[config.mk]
export PLATFORM = sky130hd
export DESIGN_NAME = rv_ifu_fetch
export DESIGN_NICKNAME = d
export VERILOG_FILES = /design/src/rtl/rv_ifu_fetch.sv
export SDC_FILE = /design/constraint.sdc
export NUM_CORES = 1
export LEC_CHECK = 0
export BUFFER_PORTS_ARGS = -buffer_cell sky130_fd_sc_hd__buf_2
export CAP_MARGIN = 20
export CELL_PAD_IN_SITES_DETAIL_PLACEMENT = 1
export CELL_PAD_IN_SITES_GLOBAL_PLACEMENT = 2
export CORE_AREA = 2 2 147 149
export CTS_CLUSTER_DIAMETER = 60
export CTS_CLUSTER_SIZE = 20
export DETAILED_ROUTE_END_ITERATION = 10
export DIE_AREA = 0 0 149 151
export PLACE_DENSITY = 0.89
export SLEW_MARGIN = 0
export SYNTH_ARGS = -nofsm -noshare
export SYNTH_HDL_FRONTEND = slang
export SYNTH_SLANG_ARGS = --single-unit
[constraint.sdc]
create_clock -name clk -period 2.89 [get_ports clk]
set_clock_uncertainty 0.2 [all_clocks]
set_input_delay 0.289 -clock clk [delete_from_list [all_inputs] [get_ports clk]]
set_output_delay 0.289 -clock clk [all_outputs]
set_load 0.02 [all_outputs]
[src/rtl/rv_ifu_fetch.sv]
// Instruction fetch stage: owns the PC, issues one word read per instruction and
// hands {pc, inst} to decode, honouring redirects, halt and stale-fetch discard.
module rv_ifu_fetch #(
    parameter int               WIDTH    = 32,
    parameter logic [WIDTH-1:0] RESET_PC = 32'h8000_0000
) (
    input  logic                 clk,
    input  logic                 rst,
    output logic                 imem_req_valid,
    input  logic                 imem_req_ready,
    output logic [WIDTH-1:0]     imem_req_addr,
    input  logic                 imem_rsp_valid,
    input  logic [WIDTH-1:0]     imem_rsp_data,
    input  logic                 imem_rsp_err,
    input  logic                 redirect_valid,
    input  logic [WIDTH-1:0]     redirect_pc,
    input  logic                 halt,
    output logic                 if_valid,
    input  logic                 if_ready,
    output logic [2*WIDTH-1:0]   IF_ID_message,
    output logic                 if_fault,
    output logic [31:0]          fetch_cnt
);

    typedef enum logic [1:0] {
        S_REQ,
        S_WAIT,
        S_HOLD
    } state_e;

    state_e             state_q, state_d;
    logic [WIDTH-1:0]   pc_q, pc_d;
    logic               drop_q, drop_d;
    logic [WIDTH-1:0]   hold_pc_q, hold_pc_d;
    logic [WIDTH-1:0]   hold_inst_q, hold_inst_d;
    logic               fault_q, fault_d;
    logic [31:0]        cnt_q, cnt_d;
    logic               req_fire;
    logic               if_fire;

    // Both valids are purely state-derived so neither handshake input feeds back combinationally.
    assign imem_req_valid = (state_q == S_REQ) & ~halt & rst;
    assign imem_req_addr  = pc_q;
    assign if_valid       = (state_q == S_HOLD) & rst;
    assign IF_ID_message  = {hold_pc_q, hold_inst_q};
    assign if_fault       = fault_q;
    assign fetch_cnt      = cnt_q;

    assign req_fire = imem_req_valid & imem_req_ready;
    assign if_fire  = if_valid & if_ready;

    always_comb begin
        state_d     = state_q;
        pc_d        = pc_q;
        drop_d      = drop_q;
        hold_pc_d   = hold_pc_q;
        hold_inst_d = hold_inst_q;
        fault_d     = fault_q;
        cnt_d       = cnt_q;

        case (state_q)
            S_REQ: begin
                if (req_fire) begin
                    state_d = S_WAIT;
                    drop_d  = redirect_valid;
                end
            end
            S_WAIT: begin
                if (imem_rsp_valid) begin
                    drop_d = 1'b0;
                    if (drop_q | redirect_valid) begin
                        state_d = S_REQ;
                    end else begin
                        state_d     = S_HOLD;
                        hold_pc_d   = pc_q;
                        hold_inst_d = imem_rsp_err ? '0 : imem_rsp_data;
                        fault_d     = imem_rsp_err;
                    end
                end else if (redirect_valid) begin
                    drop_d = 1'b1;
                end
            end
            S_HOLD: begin
                // A redirect cancels the held instruction even if decode takes it this cycle.
                if (redirect_valid) begin
                    state_d = S_REQ;
                end else if (if_fire) begin
                    state_d = S_REQ;
                    pc_d    = pc_q + WIDTH'(4);
                    cnt_d   = cnt_q + 32'd1;
                end
            end
            default: begin
                state_d = S_REQ;
            end
        endcase

        if (redirect_valid) begin
            pc_d = {redirect_pc[WIDTH-1:2], 2'b00};
        end
    end

    always_ff @(posedge clk) begin
        if (!rst) begin
            state_q     <= S_REQ;
            pc_q        <= RESET_PC;
            drop_q      <= 1'b0;
            hold_pc_q   <= '0;
            hold_inst_q <= '0;
            fault_q     <= 1'b0;
            cnt_q       <= 32'd0;
        end else begin
            state_q     <= state_d;
            pc_q        <= pc_d;
            drop_q      <= drop_d;
            hold_pc_q   <= hold_pc_d;
            hold_inst_q <= hold_inst_d;
            fault_q     <= fault_d;
            cnt_q       <= cnt_d;
        end
    end

endmodule

==> summary.txt, run 1 <==
Run status
  • Status: finished clean

Clocking
  • CTS tree: done
  • Clk pin slew, worst setup/hold paths: roughly 60 ps
  • CTS H-tree lvls: 4
  • CTS resizes: 0
  • Sink Count: ~130
  • CTS max path bufs: 2
  • Worst skew pair latency: between 400 and 500 ps
  • Post-CTS Setup Inserts: 0
  • Root Driver: clkbuf_16
  • Num CTS Buffers: 17

Power
  • Pint: between 3 and 4 mW
  • Seq pwr share: between 40 and 50%
  • Sw frac: about a quarter
  • VDD IR max: roughly 360 uV
  • Sw Pwr: ~1.0 mW
  • Combinational Power Share: ~8.7%
  • PD cells: between 500 and 600 nW/um^2
  • Clk pwr share: about half
  • Leakage Power: 3.25 nW

STA
  • Final min period: around 2500 ps
  • Final Hold Fails: 0
  • Final setup violating endpoints: 0
  • Tcrit/Tclk final: a little under 90%
  • RSZ-0062 raised after global routing: no
  • Final slew viol count: 0
  • Total Neg Setup Slack: 0 ps
  • Relative slew slack: between 50% and 60%
  • Slew @ Worst Pin: 669 ps
  • FMAX: roughly 390 MHz

Critical path
  • Slowest cell on crit path: or4_1
  • CP max FO: 14
  • Type of the worst setup path: reg2reg
  • CP top delay family: simple AND/OR/NAND/NOR gates
  • Crit-path cells: nand4_1, or4_1, or4_1, a311oi_1
  • Crit start category: register
  • Crit path top cell by count: or4_1
  • Required @ worst endpoint: between 3000 and 4000 ps
  • Worst setup EP type: register
  • CP bufs+invs: 0
  • Worst Path Arrival: approximately 2700 ps
  • Max incr delay on CP: approximately 770 ps

Global route
  • Largest net degree at the start of global routing: 55
  • Met3 GRT Util: approximately 4.2%
  • Met2 Track Usage GR: around a third
  • Initial antenna violation count: 1
  • GRT busiest layer: met2
  • Vias in the first global route: about 6200
  • Tot GR Track Use: 18.0%
  • First-pass GRT wire length: 32100 um
  • Gr ovfl total: 0
  • Met1 Use GR: between 20% and 30%

Placement
  • Placed insts: between 1000 and 1500
  • Number of port buffers: 196
  • Placer's final routability congestion estimate: ~0.75
  • Placed cell area: 7050 um^2
  • Post-DP HPWL: around 14000 um

Synthesis
  • Compound-gate portion of the synthesized area: between 15 and 20%
  • Netlist Area Pre-Place: approximately 5800 um^2
  • Ys async rst share: 0%
  • Post-synthesis mux area share: between 1.5 and 2%
  • Synth cell count leaders: dfxtp_1, nand2_1, a21oi_1
  • Area share of the largest cell type after synthesis: between 40% and 50%
  • Area contributors post-synth: dfxtp_1, nand2_1, a21oi_1
  • Synthesized instance count: 709
  • Syn_area_per_cell: 8.15 um^2
  • Top_reg_cell synth: dfxtp_1
  • Adder-cell share of the synthesized area: less than 1%
  • Most common cell in the synthesized netlist: dfxtp_1
  • Yosys top cell by area: dfxtp_1
  • Synth Register Bits: between 100 and 150
  • Seq/Total Area, Yosys: between 40% and 50%
  • Unique masters post-synth: between 40 and 50
  • Synth warn: 0
  • Synth Area in Simple Gates: 28.5%
  • Largest family of logic cells by synthesized area: simple AND/OR/NAND/NOR gates
  • EDFF count, synth: 0
  • Synth Area in XOR/XNOR: 2.58%

Die
  • Core area: about 21000 um^2
  • Die Span Y: approximately 150 um
  • I/O pin count: roughly 200
  • Total die area: 22500 um^2
  • Std-Cell Rows: 53
  • Die width: between 100 and 150 um
  • Initial Utilization: 27.7%

Layout
  • Share of cells above drive strength 1: 26.1%
  • Finished Cell Area: roughly 8200 um^2
  • Final net count: approximately 1000
  • Area Overhead vs Synth: 42.1%
  • Non-filler instance count after layout: roughly 1200

Drt
  • Initial DRC Count: between 150 and 200
  • Vias: between 6000 and 7000
  • Antenna Nets Post-Route: 0
  • DRT Pass-1 Iters: 4
  • DRC: 0
  • DRT Wirelength: between 20000 and 25000 um
  • Wirelength per Cell: between 15 and 20 um
  • Vias/cell: between 4 and 5

Job
  • Max_cap viols: 0

Hold path
  • Hold Crit Class: in2reg
==> worst paths after layout <==
| path | slack [ps] | to | depth (start not counted) | startpoint |
|---|---|---|---|---|
| setup / recovery | 360 | imem_req_addr[30] | 4 | imem_req_addr[11] |
| hold / removal | 20 | imem_req_addr[22] | 3 | redirect_pc[22] |
| setup reg to reg | 360 | imem_req_addr[30] | 4 | imem_req_addr[11] |
| hold reg to reg | 250 | hold_inst_q[26] | 2 | hold_inst_q[26] |
==> worst reg2reg max path: stages, from the launching register on <==
cell and delay (ps):
dfxtp_1 440, nand4_1 210, or4_1 770, or4_1 570
a311oi_1 260
==> registers in the layout (all words and copies together), names as in the netlist <==
register	count
drop_q	1
fetch_cnt	32
hold_inst_q	32
hold_pc_q	30
if_fault	1
imem_req_addr	30
state_q	2
==> layout by cell type, fill, tap and decap left out, drive strengths merged, types with 3 or more instances in the layout <==
master and n:
o21ai 33, inv 15, or4 25, a311oi 4, nand4 17, clkinv 4, buf 217, conb 4
a21oi 88, nand2 126, o311ai 3, a31oi 12, dfxtp 128, xor2 6, or3 13, o31ai 17
mux2i 10, nor3 9, clkbuf 24, nor2 19, and3 5, o41ai 3, dlygate4sd3 58, nand3b 32
nand2b 16, xnor2 11, and4 5, nor4 14, nand3 17
==> logic make-up (layout without fill, tap and decap cells) <==
| logic type | after synthesis | after routing |
|---|---|---|
| AOI/OAI and AO/OA | 169 | 169 |
| and+or+nand+nor | 307 | 307 |
| buffers and inverters | 75 | 320 |
| xor gates and xnor gates | 17 | 17 |
| muxes | 10 | 10 |
| adders and majority gates | 2 | 2 |
| DFF | 128 | 128 |
| other | 1 | 6 |
==> timing repair <==
item                                    CTS  global route
endpoints found under the setup margin    0             0
hold buffers                             58             0
hold endpoints to repair                 58             0
==> metrics by stage <==
step / total power, mW / worst slack, ps / hold WS, ps / utilization [%]
after global placement: 2.20 / 377 / 236 / 33.8
after detailed placement: 2.21 / 361 / 240 / 33.8
after global routing: 4.51 / 161 / 24.6 / 39.4
after floorplan: 2.06 / 500 / 230 / -
final: 4.33 / 358 / 19.0 / 39.4
after CTS: 4.40 / 348 / 3.77 / 39.4
==> power groups by stage <==
stage / Sequential (mW) / Clock (mW) / Combinational (mW)
finish: 1.85 / 2.10 / 0.377
global route: 1.86 / 2.24 / 0.409
CTS: 1.85 / 2.17 / 0.378
detailed placement: 1.89 / 0 / 0.314
global placement: 1.89 / 0 / 0.312
floorplan: 1.92 / 0 / 0.139
==> metal layers <==
layer	routed length, um	vias up	part of all wire (%)
li1	-	3016	-
met1	8580	2969	42
met2	10700	150	52
met3	994	19	4.8
met4	285	0	1.4
met5	0	-	0
==> cell type report <==
type	count	area (um^2)
Multi-Input combinational cell	509	2920
Inverter	16	61.3
Tap cell	275	344
Clock buffer	24	522
Antenna cell	2	5.00
Timing Repair Buffer	275	1740
Clock inverter	5	52.6
Fill cell	2548	12600
Sequential cell	128	2560
Power figures use the tool's default switching activity.
==> inputs of run 2 (changes only) <==
Settings changed: REMOVE_ABC_BUFFERS from default to 1.
==> run 2 against run 1 <==
Count of clock-buffer cells in the layout fell by 4. Worst setup slack got worse by 70 ps. Total power rose by 3.7%. Flip-flop and latch count did not move. Global-route usage rose by 0.81 points. Clock power rose by 8%. Combinational power barely moved. Final cell count barely moved. Die area did not move. Largest cell class unchanged. Worst hold slack improved by 19 ps.
==> summary.txt, run 2 (synthesis results as in run 1) <==
Clocking
  • Num CTS Buffers: 17 (unchanged)
  • CTS tree: done (unchanged)
  • Sink Count: 128 (unchanged)
  • Clk pin slew, worst setup/hold paths: 60 ps (about the same)
  • CTS resizes: 0 (unchanged)
  • Post-CTS Setup Inserts: 0 (unchanged)
  • CTS H-tree lvls: 4 (unchanged)
  • Hold buffer count at cts: 61 (was 58)
  • Worst skew pair latency: 420 ps (about the same)
  • CTS max path bufs: 2 (unchanged)
  • Root Driver: clkbuf_16 (unchanged)

Run status
  • Status: finished clean (unchanged)

Drt
  • DRC: 0 (unchanged)
  • Antenna Nets Post-Route: 0 (unchanged)
  • DRT Wirelength: 21400 um (was 20600 um)
  • Wirelength per Cell: 17.3 um (was 16.7 um)
  • DRT Pass-1 Iters: 4 (unchanged)
  • Vias: 6187 (was 6154)
  • Vias/cell: 5.02 (was 4.99)
  • Initial DRC Count: 257 (was 193)

Critical path
  • Worst Path Arrival: 2730 ps (was 2670 ps)
  • CP top delay family: simple AND/OR/NAND/NOR gates (unchanged)
  • Worst setup EP type: register (unchanged)
  • Max incr delay on CP: 790 ps (was 770 ps)
  • Crit-path cells: nand4_1, or4_1, or4_1, a311oi_1 (unchanged)
  • Type of the worst setup path: reg2reg (unchanged)
  • Crit path top cell by count: or4_1 (unchanged)
  • Crit start category: register (unchanged)
  • Slowest cell on crit path: or4_1 (unchanged)
  • Required @ worst endpoint: 3010 ps (was 3030 ps)
  • CP max FO: 14 (unchanged)
  • CP bufs+invs: 0 (unchanged)

Layout
  • Register area: 2560 um^2 (unchanged)
  • Non-filler instance count after layout: 1233 (was 1234)
  • Share of cells above drive strength 1: 25.6% (was 26.1%)
  • Util after Layout: 39.5% (was 39.4%)
  • Finished Cell Area: 8220 um^2 (was 8210 um^2)
  • Final net count: 1019 (was 1021)
  • Most frequent cells in the layout: buf_2, dfxtp_1, nand2_1 (unchanged)
  • Multi-input logic area: 2920 um^2 (unchanged)
  • Area Overhead vs Synth: 42.4% (was 42.1%)
  • Fillers: 2528 (was 2548)
  • Commonest non-fill, non-tap cell in the layout: buf_2 (unchanged)

STA
  • Relative slew slack: 50.9% (was 55.4%)
  • Final Hold Fails: 0 (unchanged)
  • Slew @ Worst Pin: 737 ps (was 669 ps)
  • Tcrit/Tclk final: 90.0% (was 87.6%)
  • Worst hold slack: 37.9 ps (was 19.0 ps)
  • Final setup violating endpoints: 0 (unchanged)
  • Final slew viol count: 0 (unchanged)
  • FMAX: 384 MHz (was 395 MHz)
  • Final min period: 2600 ps (was 2530 ps)
  • RSZ-0062 raised after global routing: no (unchanged)

Global route
  • Tot GR Track Use: 18.8% (was 18.0%)
  • Gr ovfl total: 0 (unchanged)
  • First-pass GRT wire length: 33100 um (was 32100 um)
  • Vias in the first global route: 6283 (was 6205)
  • Initial antenna violation count: 1 (unchanged)
  • Largest net degree at the start of global routing: 64 (was 55)

Hold path
  • Hold Crit Class: in2reg (unchanged)

Power
  • Clk pwr share: 50.4% (was 48.5%)
  • PD cells: 547 nW/um^2 (was 528 nW/um^2)
  • Combinational Power Share: 8.4% (was 8.7%)
  • Seq pwr share: 41.2% (was 42.8%)
  • Sw frac: 23.7% (was 23.9%)
  • Leakage Power: 3.24 nW (was 3.25 nW)
  • Sw Pwr: 1.07 mW (was 1.03 mW)
  • VDD IR max: 382 uV (was 360 uV)
  • Final Power: 4.49 mW (was 4.33 mW)
  • Pint: 3.43 mW (was 3.30 mW)

Die
  • I/O pin count: 203 (unchanged)
  • Die width: 149 um (unchanged)
  • Initial Utilization: 27.7% (unchanged)
  • Core area: 20800 um^2 (unchanged)
  • Die Span Y: 151 um (unchanged)
  • Std-Cell Rows: 53 (unchanged)
  • Total die area: 22500 um^2 (unchanged)

Placement
  • Placer's final routability congestion estimate: 0.769 (was 0.747)
  • Placed insts: 1140 (was 1145)
  • Number of port buffers: 196 (unchanged)
  • Post-DP HPWL: 13800 um (was 13600 um)
  • Placed cell area: 7000 um^2 (was 7050 um^2)

Job
  • Max_cap viols: 0 (unchanged)
## run 2: final timing paths
check / from / to / slack [ps] / cells after the start
max reg2reg: imem_req_addr[11] / imem_req_addr[29] / 290 / 4
max: imem_req_addr[11] / imem_req_addr[29] / 290 / 4
min reg2reg: hold_inst_q[13] / hold_inst_q[13] / 250 / 2
min: imem_rsp_valid / state_q[0] / 40 / 4
## run 2: routing by layer
layer	track usage [%]	vias to the layer above	wire length, um	part of all wire (%)
li1	-	3023	-	-
met1	22.3	2951	8990	42
met2	32.1	153	10600	50
met3	3.73	60	839	3.9
met4	10.0	0	895	4.2
met5	0	-	0	0
## run 2: layout make-up
| class | instances | share of cell area [%] |
|---|---|---|
| multi-input combinational | 509 | 35.5 |
| sequential | 128 | 31.2 |
| timing repair buffer | 273 | 21.0 |
| clock buffer | 20 | 5.43 |
| tap | 275 | 4.19 |
| clock inverter | 11 | 1.99 |
| inverter | 16 | 0.746 |
| antenna | 1 | 0.0304 |
## run 2: stage by stage
step,setup slack (ps),setup TNS [ps]
2_1_floorplan,-1490,-92530
3_3_place_gp,374,0
3_5_place_dp,313,0
4_1_cts,294,0
5_1_grt,75.9,0
6_report,288,0
## run 2: worst min-delay path, stage by stage
cell and delay, ps:
buf_2 100, nor2_1 60, a21oi_1 120, nor2_1 50
## run 2: power by group through the flow
stage | Combinational [mW] | Clock, mW | Sequential, mW
5_1_grt | 0.411 | 2.39 | 1.86
2_1_floorplan | 0.106 | 0 | 1.92
3_5_place_dp | 0.310 | 0 | 1.89
4_1_cts | 0.380 | 2.32 | 1.85
3_3_place_gp | 0.305 | 0 | 1.89
6_report | 0.379 | 2.26 | 1.85
